<file path="src/rtl/chiptop_jtag_ir_decoder.sv">
// JTAG instruction register with registered one-hot decode of the latched opcode.
// Decode is computed from shift_reg and captured only on UPDATE_IR or TLR.
module chiptop_jtag_ir_decoder #(
    parameter int                  IR_WIDTH    = 4,
    parameter logic [IR_WIDTH-1:0] EXTEST_CODE = 'h0,
    parameter logic [IR_WIDTH-1:0] SAMPLE_CODE = 'h1,
    parameter logic [IR_WIDTH-1:0] IDCODE_CODE = 'h2,
    parameter logic [IR_WIDTH-1:0] CLAMP_CODE  = 'h3,
    parameter logic [IR_WIDTH-1:0] HIGHZ_CODE  = 'h4,
    parameter bit                  HAS_IDCODE  = 1'b1,
    parameter int                  NUM_USER    = 2,
    parameter logic [IR_WIDTH-1:0] USER_BASE   = 'h8
) (
    input  logic                                     CLK,
    input  logic                                     RST,
    input  logic                                     TLR,
    input  logic                                     CAPTURE_IR,
    input  logic                                     SHIFT_IR,
    input  logic                                     UPDATE_IR,
    input  logic                                     TDI,
    output logic                                     TDO_IR,
    output logic [IR_WIDTH-1:0]                      IR_VALUE,
    output logic                                     EXTEST,
    output logic                                     SAMPLE,
    output logic                                     PRELOAD,
    output logic                                     IDCODE,
    output logic                                     CLAMP,
    output logic                                     HIGHZ,
    output logic                                     BYPASS,
    output logic [(NUM_USER > 0 ? NUM_USER : 1)-1:0] USER,
    output logic                                     BSR_SEL,
    output logic                                     BYP_SEL,
    output logic                                     IR_UPDATED
);

    localparam int UW = (NUM_USER > 0) ? NUM_USER : 1;
    localparam int FW = 6 + UW;

    // Flag vector layout: 0 extest, 1 sample, 2 idcode, 3 clamp, 4 highz, 5 bypass, 6+ user
    function automatic logic [FW-1:0] decode(input logic [IR_WIDTH-1:0] code);
        logic [FW-1:0] f;
        f = '0;
        if (code == {IR_WIDTH{1'b1}}) begin
            f[5] = 1'b1;
        end else if (code == EXTEST_CODE) begin
            f[0] = 1'b1;
        end else if (code == SAMPLE_CODE) begin
            f[1] = 1'b1;
        end else if (code == IDCODE_CODE) begin
            if (HAS_IDCODE) f[2] = 1'b1;
            else            f[5] = 1'b1;
        end else if (code == CLAMP_CODE) begin
            f[3] = 1'b1;
        end else if (code == HIGHZ_CODE) begin
            f[4] = 1'b1;
        end else begin
            // Codes beyond 2^IR_WIDTH can never match since code is IR_WIDTH bits wide
            for (int k = 0; k < NUM_USER; k++) begin
                if (int'(USER_BASE) + k == int'(code)) f[6+k] = 1'b1;
            end
            if (f[FW-1:6] == '0) f[5] = 1'b1;
        end
        return f;
    endfunction

    localparam logic [IR_WIDTH-1:0] RST_CODE  = HAS_IDCODE ? IDCODE_CODE : {IR_WIDTH{1'b1}};
    localparam logic [FW-1:0]       RST_FLAGS = decode(RST_CODE);
    localparam bit RST_BSR = RST_FLAGS[0] | RST_FLAGS[1];
    localparam bit RST_BYP = RST_FLAGS[3] | RST_FLAGS[4] | RST_FLAGS[5];

    if (EXTEST_CODE == SAMPLE_CODE || EXTEST_CODE == IDCODE_CODE || EXTEST_CODE == CLAMP_CODE ||
        EXTEST_CODE == HIGHZ_CODE  || SAMPLE_CODE == IDCODE_CODE || SAMPLE_CODE == CLAMP_CODE ||
        SAMPLE_CODE == HIGHZ_CODE  || IDCODE_CODE == CLAMP_CODE  || IDCODE_CODE == HIGHZ_CODE ||
        CLAMP_CODE == HIGHZ_CODE) begin : g_code_collision
        $error("chiptop_jtag_ir_decoder: fixed instruction opcodes collide");
    end

    logic [IR_WIDTH-1:0] shift_reg;
    logic [IR_WIDTH-1:0] ir_q;
    logic [FW-1:0]       flags;
    logic [FW-1:0]       next_flags;
    logic                bsr_sel;
    logic                byp_sel;
    logic                updated;

    always_comb begin
        next_flags = decode(shift_reg);
    end

    always_ff @(posedge CLK or posedge RST) begin
        if (RST) begin
            shift_reg <= RST_CODE;
            ir_q      <= RST_CODE;
            flags     <= RST_FLAGS;
            bsr_sel   <= RST_BSR;
            byp_sel   <= RST_BYP;
            updated   <= 1'b0;
        end else if (TLR) begin
            shift_reg <= RST_CODE;
            ir_q      <= RST_CODE;
            flags     <= RST_FLAGS;
            bsr_sel   <= RST_BSR;
            byp_sel   <= RST_BYP;
            updated   <= 1'b0;
        end else begin
            updated <= 1'b0;
            if (UPDATE_IR) begin
                ir_q    <= shift_reg;
                flags   <= next_flags;
                bsr_sel <= next_flags[0] | next_flags[1];
                byp_sel <= next_flags[3] | next_flags[4] | next_flags[5];
                updated <= 1'b1;
            end else if (CAPTURE_IR) begin
                shift_reg <= IR_WIDTH'(2'b01);
            end else if (SHIFT_IR) begin
                shift_reg <= {TDI, shift_reg[IR_WIDTH-1:1]};
            end
        end
    end

    assign TDO_IR     = shift_reg[0];
    assign IR_VALUE   = ir_q;
    assign EXTEST     = flags[0];
    assign SAMPLE     = flags[1];
    assign PRELOAD    = flags[1];
    assign IDCODE     = flags[2];
    assign CLAMP      = flags[3];
    assign HIGHZ      = flags[4];
    assign BYPASS     = flags[5];
    assign USER       = flags[FW-1:6];
    assign BSR_SEL    = bsr_sel;
    assign BYP_SEL    = byp_sel;
    assign IR_UPDATED = updated;

endmodule

</file>
<file path="config.mk">
export PLATFORM = sky130hd
export DESIGN_NAME = chiptop_jtag_ir_decoder
export DESIGN_NICKNAME = d
export VERILOG_FILES = /design/src/rtl/chiptop_jtag_ir_decoder.sv
export SDC_FILE = /design/constraint.sdc
export NUM_CORES = 1
export LEC_CHECK = 0
export BUFFER_PORTS_ARGS = -buffer_cell sky130_fd_sc_hd__buf_2
export CAP_MARGIN = 20
export CORE_UTILIZATION = 29
export CTS_CLUSTER_SIZE = 28
export DETAILED_ROUTE_END_ITERATION = 8
export HOLD_SLACK_MARGIN = 0.12
export PLACE_DENSITY = 0.54
export RECOVER_POWER = 50
export SYNTH_ARGS = -nofsm -noshare
export SYNTH_HDL_FRONTEND = slang
export SYNTH_SLANG_ARGS = --single-unit
</file>
<file path="constraint.sdc">
create_clock -name CLK -period 1.4 [get_ports CLK]
set_input_delay 0.42 -clock CLK [delete_from_list [all_inputs] [get_ports CLK]]
set_output_delay 0.42 -clock CLK [all_outputs]
set_load 0.005 [all_outputs]
</file>
### Word level (Yosys, flattened, before mapping)

Cells that the tools add are included.

* input port bits: 7
* register bits: 19
* word-level logic and storage cells: 66

* bitwise gates (word level): 3
* multiplexer cells: 44
* equal/unequal tests: 8
* reduce and logical (&&, ||, !) cells: 5

Operator list (number)
* 1-bit 2-to-1 mux: 28
* 4-bit 2-to-1 mux: 7
* 8-bit 2-to-1 mux: 2
* 4-bit by 2-bit == test with 1-bit output, second input constant: 2
* 4-bit == test, first input constant: 2
* 7-bit 2-to-1 mux: 1
* 2-bit 2-to-1 mux: 3
* 6-bit 2-to-1 mux: 1
* 5-bit 2-to-1 mux: 1
* 4-bit by 1-bit == test with 1-bit output, second input constant: 1
* 4-bit by 3-bit == test with 1-bit output, second input constant: 1
* 4-bit == test, second input constant: 1
* 4-bit zero test: 1
* 3-bit 2-to-1 mux: 1
* 1-bit bitwise OR: 3
* 3-bit nonzero test: 1
* 2-bit zero test: 1
* 2-bit != test, second input constant: 1
* 2-bit AND reduction: 1
* 2-bit nonzero test: 1

### Longest topological paths before layout

Gate-level depths: netlist (run 1).

* depth after elaboration: 20
* depth in mapped cells: 5
* gate-level depth less buffers: 3

### Least setup slack after synthesis (run 1)

Ideal clock, no wire load.

* path kind: reg2reg
* start point: register shift_reg[1]
* end point: register flags[5]
* clock period less this slack: 1207 ps
* stages on the path, launching flop included: 4
* data required time: 1289 ps
* slack: 193 ps
* data arrival time: 1096 ps
* cell sequence: dfstp_2 o21ai_1 and3b_1 a2111oi_2

* word-level cells in the longest chain between the ends: 18

RTL lines
* start, declared: line 78 `logic [IR_WIDTH-1:0] shift_reg;`
* start signal, assigned: line 114 `shift_reg <= IR_WIDTH'(2'b01);`
* start signal, assigned: line 116 `shift_reg <= {TDI, shift_reg[IR_WIDTH-1:1]};`
* 4-bit == test: line 59 `if (int'(USER_BASE) + k == int'(code)) f[6+k] = 1'b1;`
* 1-bit 2-to-1 mux: line 59
* 1-bit 2-to-1 mux: line 54 `end else if (code == HIGHZ_CODE) begin`
* 1-bit 2-to-1 mux: line 52 `end else if (code == CLAMP_CODE) begin`
* 1-bit 2-to-1 mux: line 49 `end else if (code == IDCODE_CODE) begin`
* 1-bit 2-to-1 mux: line 47 `end else if (code == SAMPLE_CODE) begin`
* 1-bit 2-to-1 mux: line 45 `end else if (code == EXTEST_CODE) begin`
* 1-bit 2-to-1 mux: line 43 `if (code == {IR_WIDTH{1'b1}}) begin`
* (+2 left out)
* 3-bit 2-to-1 mux: line 54
* 4-bit 2-to-1 mux: line 52
* 1-bit 2-to-1 mux: line 49
* 6-bit 2-to-1 mux: line 47
* 7-bit 2-to-1 mux: line 45
* 1-bit 2-to-1 mux (*): line 43
* 8-bit 2-to-1 mux (*): line 107 `if (UPDATE_IR) begin`
* 8-bit 2-to-1 mux (*): line 98 `end else if (TLR) begin`
* end signal, assigned: line 109 `flags <= next_flags;`
* end, declared: line 80 `logic [FW-1:0] flags;`

Mark *: on every way between the ends. The rest lies on a longest branch, timed or not. The select of a mux whose other input is x is not followed.
A chain may end at the register's enable or synchronous reset.

### Worst setup path after layout (run 1)

* start point: register flags[2]
* end point: output port IDCODE

RTL lines
* end, declared: line 26 `output logic IDCODE,`

No word-level cell between the ends.

==> run summary, run 1 <==
Status: complete, but fails checks
Violated checks: design-rule violations
H-tree depth: 1
FILL cells: 297
Post-synth top area share: 0.458
Largest cells by area after synthesis: dfrtp_1 (46%), dfstp_2 (9.0%), mux2i_1 (5.7%)
Syn-to-layout area delta: 18.6%
Crit path launch: flags[2]
Layout Skew: 0.00431 ns
Pre-antenna DRT Iters: 6
Die ar.: 3230 um2
Max-cap check violation count: 0
Iter 0 DRT Violations: 23
First-pass GRT wire length: 3100 um
Slowest Stage Delay on Critical Path: 0.54 ns
Antenna diode count: 0
Mapped Cells: 83
Routability cong.: 0.742
CP endpoint kind: output pin
Slew Viols, Final: 0
Reg clk slew, reported paths: 0.11 ns
P_leak: 0.505 nW
Post-route ant nets: 0
Ports: 24
Top_reg_cell synth: dfrtp_1
Hold_buf cts: 0
Cells along the critical path: buf_2
Design area: 1040 um2
Starting Density: 0.311
Number of global-route vias before repair: 672
Min cycle time layout: 1.36 ns
CTS Sinks: 19
Remaining Overflow, GRT: 0
Row count: 19
Yosys reg bits: 19
Peak supply drop: 0.453 mV
Pin count of the biggest net entering global routing: 20
Top-count cell post-synth: dfrtp_1
Max clock buf depth: 2
Max Freq: 0.734 GHz
PortBufs: 23
Ys async rst share: 1.00
Synth top cells by count: dfrtp_1 (16), nor2_1 (12), buf_2 (6)
Top delay family on crit path: flip-flops
Share of cells above drive strength 1: 0.308
Cell taking the most area after synthesis: dfrtp_1
Start of the worst register-to-register path: shift_reg[1]
PwrDens: 963 nW/um2
Post-DP Area: 1020 um2
Seq/Total Area, Yosys: 0.549
Synth Cell Area: 873 um2
Final #Nets: 115
Post-layout util: 0.369
Ratio of final minimum period to clock period: 0.973
CTS tree: yes
Number of CTS-inserted buffers: 3
Post-synth EDFFs: 0
CP endpoint: IDCODE
Initial antenna violation count: 0
Avg WL per Cell: 12.9 um
WP data arrival: 0.94 ns
Via count: 685
Post-route setup TNS: 0 ns
Final Setup Violations: 0
Slew @ Worst Pin: 1.02 ns
Max-slew headroom: 0.319
Reg2reg end: flags[5]
Worst Path Buf+Inv: 1
Core ar.: 2810 um2
Unrepaired setup endpoints after global routing: yes
Max FO, Critical Path: 2
Root buf cell: clkbuf_4
Detailed Route WL: 1790 um
Via density: 4.96
FF-to-FF setup slack: 0.08 ns
Mean Syn Cell Area: 10.5 um2
Worst-Skew Late Latency: 0.29 ns
Post-DP HPWL: 1200 um
Ys Warns: 0
Post-Place Setup Slack: 0.0644 ns
Setup WS post-layout: 0.0384 ns
Startpoint types: flip-flop
Crit. path cell count: 1
DRC violations left: 1
Hold Fails Final Rpt: 0
Kind of critical path: flip-flop to output pin
R2R depth: 3
Die X: 56.9 um
Total nets after synthesis: 90
HP Class: primary input to asynchronous set/reset pin
Yosys cell types: 28
Die Span Y: 56.9 um
Slowest stage cell, crit path: dfstp_2
Total Routing Usage GR: 0.124
CP required: 0.98 ns
Largest register FFs: 8
final cells by class:
class | instances | area, um2 | share of cell area
flip-flops and latches | 19 | 480 | 0.464
multi-input cells | 51 | 330 | 0.319
repair buffers | 29 | 145 | 0.140
well taps | 31 | 38.8 | 0.0374
clock buffers | 4 | 26.3 | 0.0254
inverters | 4 | 15.0 | 0.0145
report_power, final:
part,leakage [nW],internal [mW],switching [mW],total [mW]
sequential,0.249,0.574,0.0172,0.592
combinational,0.241,0.0571,0.0734,0.130
clock,0.0150,0.111,0.165,0.276
total,0.505,0.742,0.255,0.998
timing repair:
| action | CTS | global route |
|---|---|---|
| setup endpoints to repair | 0 | 2 |
| resized for setup | 0 | 1 |
| setup buffers | 0 | 0 |
metrics by stage:
step	hold WS, ns	std cells	power [mW]
2_1_floorplan	0.369	83	0.685
3_3_place_gp	0.450	134	0.735
3_5_place_dp	0.455	134	0.737
4_1_cts	0.124	138	1.02
5_1_grt	0.428	138	1.06
6_report	0.410	138	0.998
worst min path at each step:
stage | end | depth (start not counted) | slack (ns)
6_report | flags[7] | 3 | 0.41
5_1_grt | shift_reg[3] | 3 | 0.43
4_1_cts | flags[7] | 3 | 0.12
3_5_place_dp | flags[7] | 3 | 0.45
3_3_place_gp | flags[7] | 3 | 0.45
2_1_floorplan | BSR_SEL | 1 | 0.37
cells by family after synthesis:
family,synth area share
multiplexers,0.0573
buffers and inverters,0.0731
AND/OR/NAND/NOR,0.185
AO/OA/AOI/OAI,0.136
flip-flops,0.549
layer usage:
layer,track usage,vias to the layer above,wire length [um]
met5,0,-,0
met4,0.0418,0,13
met3,0.0300,2,97
met2,0.189,20,749
met1,0.171,327,925
li1,-,336,-
placed cells by master, fill, tap and decap left out:
master	n
nor3b_1	1
dfrtp_2	1
inv_1	4
clkbuf_1	5
o21ai_1	1
nor3_1	1
nor2_1	12
a21oi_1	5
a2111oi_2	1
a32oi_1	1
nor4_1	1
a211o_1	2
nand2b_1	5
nor2b_1	3
nor4bb_1	1
mux2i_1	5
and3b_1	1
nand4_1	3
o21bai_1	1
dfstp_2	3
a311oi_1	1
buf_2	23
a221o_1	1
nand3_1	2
a22oi_1	1
buf_4	2
clkbuf_4	3
o21ai_0	1
dfrtp_1	15
a221oi_1	1
No activity file was read; power rests on OpenSTA's default activity.
==> run 2: changes to the inputs <==
--- a/config.mk
+++ b/config.mk
@@ -8,9 +8,11 @@
 export BUFFER_PORTS_ARGS = -buffer_cell sky130_fd_sc_hd__buf_2
 export CAP_MARGIN = 20
+export CELL_PAD_IN_SITES_DETAIL_PLACEMENT = 1
+export CELL_PAD_IN_SITES_GLOBAL_PLACEMENT = 1
 export CORE_UTILIZATION = 29
 export CTS_CLUSTER_SIZE = 28
 export DETAILED_ROUTE_END_ITERATION = 8
 export HOLD_SLACK_MARGIN = 0.12
-export PLACE_DENSITY = 0.54
+export PLACE_DENSITY = 0.66
 export RECOVER_POWER = 50
 export SYNTH_ARGS = -nofsm -noshare
==> constraint.sdc (replaced) <==
create_clock -name CLK -period 1.4 [get_ports CLK]
set_input_delay 0.42 -clock CLK [delete_from_list [all_inputs] [get_ports CLK]]
set_output_delay 0.42 -clock CLK [all_outputs]
set_load 0.1 [all_outputs]
==> run summary, run 2 (synthesis gave the netlist of run 1 again) <==
Status: complete, but fails checks
Violated checks: design-rule violations, negative setup slack
Non-Filler Instances: 137 (-0.72%)
Starting Density: 0.311 (unchanged)
Logic pwr share: 0.273 (+0.142)
Pre-antenna DRT Iters: 6 (unchanged)
Hold Fails Final Rpt: 0 (unchanged)
Seq pwr share: 0.501 (-0.092)
Via density: 5.02 (+1.2%)
Avg WL per Cell: 14.0 um (+8.2%)
Syn-to-layout area delta: 48.9%
Post-Place Setup Slack: 0.00908 ns (-0.0553 ns)
Via count: 688 (+0.44%)
Clk pwr share: 0.226 (-0.050)
Post-CTS sizing: 0 (unchanged)
Core ar.: 2810 um2 (unchanged)
Leading cell type in the layout, fill and taps excluded: buf_12
Top delay family on crit path: flip-flops
Number of CTS-inserted buffers: 3 (unchanged)
Antenna diode count: 0 (unchanged)
Ratio of final minimum period to clock period: 1.03 (+0.0619)
Die X: 56.9 um (unchanged)
Total Routing Usage GR: 0.140 (+0.0164)
Row count: 19 (unchanged)
CP required: 0.98 ns (about the same)
Pin count of the biggest net entering global routing: 20 (unchanged)
PwrDens: 923 nW/um2 (-4.1%)
Worst-Skew Late Latency: 0.29 ns (about the same)
WP data arrival: 1.03 ns (+0.09 ns)
Hold slack final: 0.428 ns (+0.0179 ns)
Max FO, Critical Path: 2 (unchanged)
Post-DP HPWL: 1360 um (+13%)
Slew @ Worst Pin: 1.05 ns (+0.0261 ns)
Layout Skew: 0.00166 ns (-0.00264 ns)
Most frequent cells in the layout: buf_12 (17), dfrtp_1 (14), nor2_1 (12)
Max-cap check violation count: 0 (unchanged)
Max Freq: 0.691 GHz (-6.0%)
P_leak: 0.567 nW (+12%)
DRC violations left: 5 (+4)
Peak supply drop: 0.389 mV (-14%)
PortBufs: 23 (unchanged)
Internal: 0.802 mW (+8.0%)
CTS Sinks: 19 (unchanged)
Final #Nets: 114 (-0.87%)
Cells along the critical path: buf_12
Routability cong.: 0.728 (-1.9%)
Worst Path Buf+Inv: 1 (unchanged)
Ports: 24 (unchanged)
Slowest stage cell, crit path: dfstp_2
Startpoint types: flip-flop
Initial antenna violation count: 0 (unchanged)
Root buf cell: clkbuf_4
Max clock buf depth: 2 (unchanged)
Net switching fraction of the power: 0.332 (+0.0758)
First-pass GRT wire length: 3430 um (+11%)
Net Sw Power: 0.398 mW (+56%)
Reg clk slew, reported paths: 0.10 ns (about the same)
Slowest Stage Delay on Critical Path: 0.57 ns (+0.03 ns)
Iter 0 DRT Violations: 14 (-39%)
Number of global-route vias before repair: 733 (+9.1%)
HP Class: primary input to asynchronous set/reset pin
Kind of critical path: flip-flop to output pin
Setup WS post-layout: -0.0482 ns (-0.0867 ns)
Die ar.: 3230 um2 (unchanged)
CP endpoint kind: output pin
Die Span Y: 56.9 um (unchanged)
Slew Viols, Final: 0 (unchanged)
Remaining Overflow, GRT: 0 (unchanged)
H-tree depth: 1 (unchanged)
Detailed Route WL: 1920 um (+7.4%)
Share of cells above drive strength 1: 0.330 (+0.0218)
Max-slew headroom: 0.302 (-0.0174)
Placed cells: 132 (-1.5%)
Post-route setup TNS: -0.119 ns (-0.119 ns)
Unrepaired setup endpoints after global routing: yes
FILL cells: 299 (+0.67%)
Min cycle time layout: 1.45 ns (+0.0867 ns)
CTS tree: yes
Final Setup Violations: 4 (+4)
Largest register FFs: 8 (unchanged)
Post-route ant nets: 0 (unchanged)
run 2: final timing paths:
kind                                   start      endpoint  slack (ns)  cells after the start
worst max register to register  shift_reg[1]      flags[5]        0.11                      3
worst min-delay path                     RST   IR_VALUE[2]        0.43                      3
worst max-delay path             IR_VALUE[1]   IR_VALUE[1]       -0.05                      1
min in group CLK                         TDI  shift_reg[3]        0.44                      3
worst min register to register      flags[6]      flags[6]        0.59                      2
max in group asynchronous                RST      flags[1]        0.22                      3
run 2: worst register-to-register path, delay by kind of cell (launching register included):
kind | cells | cell delay, ns
DFF | 1 | 0.60
AOI/OAI and AO/OA | 2 | 0.40
and+or+nand+nor | 1 | 0.19
run 2: routing by layer:
| layer | vias up | share of wire | global-route usage |
|---|---|---|---|
| met1 | 327 | 0.50 | 0.197 |
| met4 | 0 | 0.020 | 0.0732 |
| met3 | 4 | 0.051 | 0.0276 |
| li1 | 336 | - | - |
| met2 | 21 | 0.43 | 0.202 |
| met5 | - | 0 | 0 |
run 2: timing repair:
action	4_1_cts	5_1_grt
cloned	0	0
buffers inserted	1	0
hold endpoints to repair	0	0
endpoints found under the setup margin	5	5
hold buffers	0	0
run 2: power by group through the flow:
| stage | Clock (mW) | Combinational (mW) | Sequential, mW |
|---|---|---|---|
| 6_report | 0.271 | 0.328 | 0.601 |
| 5_1_grt | 0.311 | 0.344 | 0.605 |
| 4_1_cts | 0.290 | 0.332 | 0.602 |
| 3_5_place_dp | 0 | 0.322 | 0.618 |
| 3_3_place_gp | 0 | 0.320 | 0.617 |
| 2_1_floorplan | 0 | 0.0913 | 0.731 |
run 2: per-stage QoR:
stage / util / power, mW / area [um2]
6_report: 0.463 / 1.20 / 1300
5_1_grt: 0.463 / 1.26 / 1300
4_1_cts: 0.465 / 1.22 / 1310
3_5_place_dp: 0.453 / 0.940 / 1270
3_3_place_gp: 0.453 / 0.937 / 1270
2_1_floorplan: - / 0.822 / 881
run 2: layout make-up:
class / instances / area (um2) / area share
Clock buffer: 4 / 26.3 / 0.0202
Inverter: 4 / 15.0 / 0.0115
Timing Repair Buffer: 28 / 403 / 0.310
Multi-Input combinational cell: 51 / 330 / 0.254
Tap cell: 31 / 38.8 / 0.0298
Sequential cell: 19 / 487 / 0.374
